<file path="src/rtl/par_sink_to_memory_pkg.sv">
// Shared definitions for the NoC destination sink: flit geometry,
// FSM state encoding and the flit layout used to split a popped entry.
package par_sink_to_memory_pkg;

    localparam int PAYLOAD_SIZE = 8;
    localparam int ADDR_BITS    = 4;
    localparam int NUM_NODES    = 16;
    localparam int FLIT_WIDTH   = PAYLOAD_SIZE + ADDR_BITS;

    typedef enum logic {
        ST_RECV = 1'b0,
        ST_DONE = 1'b1
    } sink_state_t;

    typedef struct packed {
        logic [PAYLOAD_SIZE-1:0] payload;
        logic [ADDR_BITS-1:0]    dest;
    } flit_t;

    // A node id of -1 means "accept any destination"
    function automatic logic isMisrouted(input logic [ADDR_BITS-1:0] dest, input int nodeId);
        return (nodeId != -1) && (int'(dest) != nodeId);
    endfunction

endpackage

</file>
<file path="src/rtl/par_sink_to_memory_if.sv">
// Flit delivery channel between a router output port (master) and a
// destination sink (slave). busy is the sink's early backpressure.
interface par_sink_to_memory_if;
    import par_sink_to_memory_pkg::*;

    logic [FLIT_WIDTH-1:0] item_in;
    logic                  valid;
    logic                  busy;

    modport master (output item_in, output valid, input busy);
    modport slave  (input item_in, input valid, output busy);

endinterface

</file>
<file path="src/rtl/par_sink_to_memory_sync_fifo.sv">
// Generic synchronous FIFO with registered pointers and a show-ahead read
// port. A push is honoured when full only if a pop happens in the same
// cycle, so a full FIFO can stream at one entry per cycle.
module sync_fifo #(
    parameter int width = 8,
    parameter int depth = 4
) (
    input  logic                   clk,
    input  logic                   reset,
    input  logic                   i_push,
    input  logic                   i_pop,
    input  logic [width-1:0]       i_din,
    output logic [width-1:0]       o_dout,
    output logic [$clog2(depth):0] o_count,
    output logic                   o_full,
    output logic                   o_empty
);

    localparam int AW = $clog2(depth);
    localparam int CW = AW + 1;

    logic [width-1:0] r_mem [depth];
    logic [AW-1:0]    r_wr_ptr;
    logic [AW-1:0]    r_rd_ptr;
    logic [CW-1:0]    r_count;
    logic             w_do_push;
    logic             w_do_pop;

    assign o_full    = (r_count == CW'(depth));
    assign o_empty   = (r_count == '0);
    assign w_do_pop  = i_pop && !o_empty && !reset;
    assign w_do_push = i_push && (!o_full || w_do_pop) && !reset;
    assign o_dout    = r_mem[r_rd_ptr];
    assign o_count   = r_count;

    // Storage array; contents need no reset because the pointers define validity
    always_ff @(posedge clk) begin
        if (w_do_push) begin
            r_mem[r_wr_ptr] <= i_din;
        end
    end

    // Pointer and occupancy bookkeeping
    always_ff @(posedge clk) begin
        if (reset) begin
            r_wr_ptr <= '0;
            r_rd_ptr <= '0;
            r_count  <= '0;
        end else begin
            if (w_do_push) begin
                r_wr_ptr <= r_wr_ptr + AW'(1);
            end
            if (w_do_pop) begin
                r_rd_ptr <= r_rd_ptr + AW'(1);
            end
            r_count <= r_count + CW'(w_do_push) - CW'(w_do_pop);
        end
    end

endmodule

</file>
<file path="src/rtl/par_sink_to_memory.sv">
// Destination-side traffic sink: buffers incoming flits, raises busy one
// slot early, drains at a programmable rate, reassembles the payload
// stream into msg_mem and keeps sticky error flags for post-run scoring.
module par_sink_to_memory
    import par_sink_to_memory_pkg::*;
#(
    parameter int id           = -1,
    parameter int msg_size     = 12,
    parameter int fifo_depth   = 4,
    parameter int drain_period = 1
) (
    input  logic                    clk,
    input  logic                    reset,
    par_sink_to_memory_if.slave     bus,
    output logic [15:0]             o_rx_count,
    output logic                    o_rx_strobe,
    output logic [PAYLOAD_SIZE-1:0] o_rx_payload,
    output logic                    o_done,
    output logic                    o_err_misroute,
    output logic                    o_err_overflow,
    output logic                    o_err_extra
);

    localparam int CNT_W = $clog2(fifo_depth) + 1;
    localparam int IDX_W = (msg_size > 1) ? $clog2(msg_size) : 1;
    localparam int DRN_W = (drain_period > 1) ? $clog2(drain_period) : 1;

    logic [FLIT_WIDTH-1:0]   w_fifo_dout;
    logic [CNT_W-1:0]        w_fifo_count;
    logic                    w_fifo_full;
    logic                    w_fifo_empty;
    logic                    w_pop;
    logic                    w_push_ok;
    logic                    w_overflow;
    logic [CNT_W-1:0]        w_next_occ;
    flit_t                   w_pop_flit;

    logic [DRN_W-1:0]        r_drain_cnt;
    sink_state_t             r_state;
    sink_state_t             w_state_next;
    logic                    w_mem_wr;
    logic                    w_extra;
    logic [IDX_W-1:0]        r_wr_idx;

    logic                    r_busy;
    logic [15:0]             r_rx_count;
    logic                    r_rx_strobe;
    logic [PAYLOAD_SIZE-1:0] r_rx_payload;
    logic                    r_err_misroute;
    logic                    r_err_overflow;
    logic                    r_err_extra;

    logic [PAYLOAD_SIZE-1:0] msg_mem [msg_size];

    sync_fifo #(
        .width (FLIT_WIDTH),
        .depth (fifo_depth)
    ) u_fifo (
        .clk     (clk),
        .reset   (reset),
        .i_push  (bus.valid),
        .i_pop   (w_pop),
        .i_din   (bus.item_in),
        .o_dout  (w_fifo_dout),
        .o_count (w_fifo_count),
        .o_full  (w_fifo_full),
        .o_empty (w_fifo_empty)
    );

    // A pop needs a drain slot and something queued; the full check for an
    // incoming flit sees the occupancy after that pop.
    assign w_pop      = (r_drain_cnt == '0) && !w_fifo_empty && !reset;
    assign w_push_ok  = bus.valid && (!w_fifo_full || w_pop) && !reset;
    assign w_overflow = bus.valid && w_fifo_full && !w_pop;
    assign w_next_occ = w_fifo_count + CNT_W'(w_push_ok) - CNT_W'(w_pop);
    assign w_pop_flit = flit_t'(w_fifo_dout);

    // Drain opportunity counter, free-running 0..drain_period-1
    always_ff @(posedge clk) begin
        if (reset) begin
            r_drain_cnt <= '0;
        end else if (r_drain_cnt == DRN_W'(drain_period - 1)) begin
            r_drain_cnt <= '0;
        end else begin
            r_drain_cnt <= r_drain_cnt + DRN_W'(1);
        end
    end

    // Busy leaves one free slot for the flit already launched upstream
    always_ff @(posedge clk) begin
        if (reset) begin
            r_busy <= 1'b0;
        end else begin
            r_busy <= (w_next_occ >= CNT_W'(fifo_depth - 1));
        end
    end

    // Message FSM state register
    always_ff @(posedge clk) begin
        if (reset) begin
            r_state <= ST_RECV;
        end else begin
            r_state <= w_state_next;
        end
    end

    // Next state: store pops until the message is complete, then only flag extras
    always_comb begin
        w_state_next = r_state;
        w_mem_wr     = 1'b0;
        w_extra      = 1'b0;
        case (r_state)
            ST_RECV: begin
                if (w_pop) begin
                    w_mem_wr = 1'b1;
                    if (r_wr_idx == IDX_W'(msg_size - 1)) begin
                        w_state_next = ST_DONE;
                    end
                end
            end
            ST_DONE: begin
                if (w_pop) begin
                    w_extra = 1'b1;
                end
            end
            default: begin
                w_state_next = ST_RECV;
            end
        endcase
    end

    // Write index into the message memory
    always_ff @(posedge clk) begin
        if (reset) begin
            r_wr_idx <= '0;
        end else if (w_mem_wr) begin
            r_wr_idx <= r_wr_idx + IDX_W'(1);
        end
    end

    // Message memory keeps its contents across reset so a run can be inspected afterwards
    always_ff @(posedge clk) begin
        if (w_mem_wr) begin
            msg_mem[r_wr_idx] <= w_pop_flit.payload;
        end
    end

    // Per-pop statistics and sticky error flags
    always_ff @(posedge clk) begin
        if (reset) begin
            r_rx_count     <= '0;
            r_rx_strobe    <= 1'b0;
            r_rx_payload   <= '0;
            r_err_misroute <= 1'b0;
            r_err_overflow <= 1'b0;
            r_err_extra    <= 1'b0;
        end else begin
            r_rx_strobe <= w_pop;
            if (w_pop) begin
                r_rx_payload <= w_pop_flit.payload;
                if (r_rx_count != 16'hFFFF) begin
                    r_rx_count <= r_rx_count + 16'd1;
                end
            end
            if (w_pop && isMisrouted(w_pop_flit.dest, id)) begin
                r_err_misroute <= 1'b1;
            end
            if (w_overflow) begin
                r_err_overflow <= 1'b1;
            end
            if (w_extra) begin
                r_err_extra <= 1'b1;
            end
        end
    end

    assign bus.busy       = r_busy;
    assign o_rx_count     = r_rx_count;
    assign o_rx_strobe    = r_rx_strobe;
    assign o_rx_payload   = r_rx_payload;
    assign o_done         = (r_state == ST_DONE);
    assign o_err_misroute = r_err_misroute;
    assign o_err_overflow = r_err_overflow;
    assign o_err_extra    = r_err_extra;

endmodule

</file>
<file path="src/flat_wrapper.sv">
// flat-port wrapper written by rule: the top's interface ports become plain ports
module par_sink_to_memory_flat import par_sink_to_memory_pkg::*;
#(
    parameter int id           = -1,
    parameter int msg_size     = 12,
    parameter int fifo_depth   = 4,
    parameter int drain_period = 1
)
  (clk, reset, o_rx_count, o_rx_strobe, o_rx_payload, o_done, o_err_misroute, o_err_overflow, o_err_extra, bus_item_in, bus_valid, bus_busy);
  par_sink_to_memory_if bus_i ();
  input  logic clk;
  input  logic reset;
  output logic [15:0] o_rx_count;
  output logic o_rx_strobe;
  output logic [PAYLOAD_SIZE-1:0] o_rx_payload;
  output logic o_done;
  output logic o_err_misroute;
  output logic o_err_overflow;
  output logic o_err_extra;
  input wire logic [$bits(bus_i.item_in)-1:0] bus_item_in;
  input wire logic [$bits(bus_i.valid)-1:0] bus_valid;
  output wire logic [$bits(bus_i.busy)-1:0] bus_busy;
  assign bus_i.item_in = bus_item_in;
  assign bus_i.valid = bus_valid;
  assign bus_busy = bus_i.busy;
  par_sink_to_memory #(.id(id), .msg_size(msg_size), .fifo_depth(fifo_depth), .drain_period(drain_period)) u_core (.clk(clk), .reset(reset), .bus(bus_i), .o_rx_count(o_rx_count), .o_rx_strobe(o_rx_strobe), .o_rx_payload(o_rx_payload), .o_done(o_done), .o_err_misroute(o_err_misroute), .o_err_overflow(o_err_overflow), .o_err_extra(o_err_extra));
endmodule
</file>
<file path="config.mk">
export PLATFORM = sky130hd
export DESIGN_NAME = par_sink_to_memory_flat
export DESIGN_NICKNAME = d
export VERILOG_FILES = /design/src/rtl/par_sink_to_memory_pkg.sv /design/src/rtl/par_sink_to_memory_if.sv /design/src/rtl/par_sink_to_memory_sync_fifo.sv /design/src/rtl/par_sink_to_memory.sv /design/src/flat_wrapper.sv
export SDC_FILE = /design/constraint.sdc
export NUM_CORES = 1
export LEC_CHECK = 0
export CAP_MARGIN = 20
export CORE_ASPECT_RATIO = 1.5
export CORE_MARGIN = 2
export CORE_UTILIZATION = 50
export CTS_CLUSTER_DIAMETER = 30
export DETAILED_ROUTE_END_ITERATION = 6
export PLACE_DENSITY_LB_ADDON = 0.2
export SYNTH_ARGS = -nofsm -noshare
export SYNTH_HDL_FRONTEND = slang
export SYNTH_HIERARCHICAL = 1
export SYNTH_SLANG_ARGS = --single-unit
</file>
<file path="constraint.sdc">
create_clock -name clk -period 4.3 [get_ports clk]
set_clock_uncertainty 0.1 [all_clocks]
set_input_delay 0.43 -clock clk [delete_from_list [all_inputs] [get_ports clk]]
set_output_delay 0.43 -clock clk [all_outputs]
set_load 0.01 [all_outputs]
</file>
==> flow_summary.json <==
{
  "grt_pass1_wl_microns": 9839,
  "drive_above_1_share_pct": 12.23,
  "drt_pass1_iterations": 5,
  "hpwl_microns": 4106,
  "leakagePower_nw": 1.311,
  "post_drt_wl_per_cell_microns": 15.44,
  "period_needed_ns": 3.184,
  "via_per_inst": 5.715,
  "cts-root-buf": "clkbuf_8",
  "cts_hold_buf": 0,
  "post_cts_buffers": 0,
  "tightest_slew_ns": 0.6353,
  "clkSinkCount": 75,
  "reg2reg_setup_slack_ns": 1.12,
  "yosys_warnings": 6,
  "holdPathStages": 2,
  "via_count": 2246,
  "status": "completed",
  "cts_resized": 0,
  "numPortBuffers": 39,
  "wirelength_microns": 6068,
  "fp.dieW_microns": 69.10,
  "worstPathArrival_ns": 3.32,
  "totalPowerFinal_mw": 1.581,
  "maxCapViolCount": 0,
  "r2r-start": "u_core/u_fifo/o_count[1]",
  "slowest_delay_ns": 0.53,
  "synthesis.area_sq_um": 3178,
  "core_sq_um": 6131,
  "finalHoldViolations": 0,
  "io_pins": 45,
  "fin_ws_ns": 1.116,
  "syn-instance-count": 275,
  "slew_violations": 0,
  "setup_viol": 0,
  "start_util_pct": 51.84,
  "fin_cells": 393,
  "cp.required_ns": 4.44,
  "ant_nets": 0,
  "drc": 0,
  "post-route-period-util_pct": 74.04,
  "timing.fmax_mhz": 314.1,
  "area_growth_pct": 21.42,
  "die_h_microns": 101.6,
  "cts_buffers": 9,
  "clk_pin_slew_worst_paths_ns": 0.08,
  "dp.cells": 377,
  "syn_avg_cell_area_sq_um": 11.56,
  "gp_congestion": 0.8167,
  "slew_headroom_pct": 57.32,
  "cpMaxStageDelayCell": "or4b_4",
  "clockBufferDepth": 2,
  "tns_ns": 0,
  "grtUsageTotal_pct": 18.23,
  "critPathKind": "flip-flop to flip-flop",
  "grt_overflow": 0,
  "drt_iter0_drc": 163,
  "ir_worst_vdd_mv": 0.3678,
  "nets": 341,
  "insertion_delay_ns": 0.35,
  "worstHoldEndpoint": "u_core/o_rx_payload[1]",
  "fin_util_pct": 62.94,
  "dp_slack_ns": 1.041,
  "antenna_cells": 0,
  "powerDensity_nw_per_um2": 409.6,
  "rsz0062_at_grt": "false",
  "cts_tree": "done",
  "reg2reg_depth": 12,
  "antenna_found_initial": 0,
  "grt_max_degree": 34,
  "die_area_sq_um": 7023,
  "worstPathCellList": "nor3_1, or3_1, buf_4, inv_1, or4b_4, and2_4, inv_1, ha_1, inv_1, ha_1, fa_1, nor2b_1",
  "num_rows": 35,
  "grt_pass1_vias": 2089,
  "path_common_cell": "inv_1",
  "path_max_fanout": 17,
  "min-delay-path-class": "flip-flop to flip-flop",
  "crit_path_start_kind": "flip-flop",
  "worstHoldStart": "u_core/o_rx_payload[1]",
  "cp-end-kind": "flip-flop",
  "htree_levels": 3,
  "rr_endpoint": "u_core/u_fifo/o_count[1]"
}
[flip-flops by register name, indices dropped and copies added (netlist names), named ones only]
register,flops
u_core/o_rx_strobe,1
u_core/r_drain_cnt,1
u_core/u_fifo/r_rd_ptr,2
u_core/o_err_overflow,1
u_core/o_err_extra,1
u_core/u_fifo/o_count,3
u_core/u_fifo/r_wr_ptr,2
u_core/u_fifo/r_mem,32
u_core/bus.busy,1
u_core/o_rx_count,16
u_core/r_wr_idx,4
u_core/o_rx_payload,8
u_core/o_done,1
[metal layers]
metal | share of wire [%] | track usage [%] | wire length (microns)
met1 | 43 | 21.13 | 2628
met2 | 50 | 30.33 | 3030
met3 | 3.2 | 3.284 | 196
met4 | 3.5 | 13.42 | 212
met5 | 0 | 0 | 0
[cell type report]
cell class              count  area [sq um]
flip-flops and latches     75          1822
well taps                  74         92.59
multi-input cells         170          1242
inverters                  15         56.30
clock inverters             7         101.3
clock buffers               9         123.9
fillers                   504          2272
repair buffers             43         420.4
[critical path: cells and delay by family, from the launching register on]
kind | cells | cell delay, ns
buffers and inverters | 4 | 0.39
DFF | 1 | 0.43
adders and majority gates | 3 | 0.76
and+or+nand+nor | 5 | 1.38
[metrics by stage]
step	hold slack, ns	cell area (sq um)
global route	0.4020	3859
finish	0.3740	3859
detailed placement	0.3605	3633
floorplan	0.3709	3182
global placement	0.3532	3633
CTS	0.3715	3859
[worst max path at each step]
stage                                   startpoint                       end  cells after the start
final                     u_core/u_fifo/o_count[1]  u_core/u_fifo/o_count[1]                     12
after global placement                       reset  u_core/u_fifo/o_count[1]                     12
after CTS                 u_core/u_fifo/o_count[1]  u_core/u_fifo/o_count[1]                     12
after detailed placement                     reset  u_core/u_fifo/o_count[1]                     12
after global routing      u_core/u_fifo/o_count[1]  u_core/u_fifo/o_count[2]                     13
after floorplan           u_core/u_fifo/o_count[1]  u_core/u_fifo/o_count[2]                     15
[where the power goes]
part | switching [mW] | internal (mW) | total [mW]
clock network | 0.268 | 0.331 | 0.599
logic | 0.0853 | 0.0866 | 0.172
registers | 0.0288 | 0.780 | 0.809
total | 0.382 | 1.20 | 1.58
[placed cells by master (no fill, tap or decap), types with 2 or more instances in the layout]
cell	instances
dfxtp_1	43
clkdlybuf4s50_1	39
edfxtp_1	32
nand2_1	23
inv_1	15
nor2_1	15
a21oi_1	15
o21ai_0	13
ha_1	10
clkbuf_8	9
nand4_1	9
mux4_2	8
nand3_1	7
or3_1	5
o31ai_1	5
nor3_1	5
o41ai_1	5
xnor2_1	5
or4_1	4
o311ai_0	4
buf_4	4
and3_2	4
clkinv_4	3
a211oi_1	3
xor2_1	3
nor2b_1	3
bufinv_16	2
and3_1	2
a31oi_1	2
nor4_1	2
or4b_2	2
fa_1	2
conb_1	2
No activity file was read; power rests on OpenSTA's default activity.
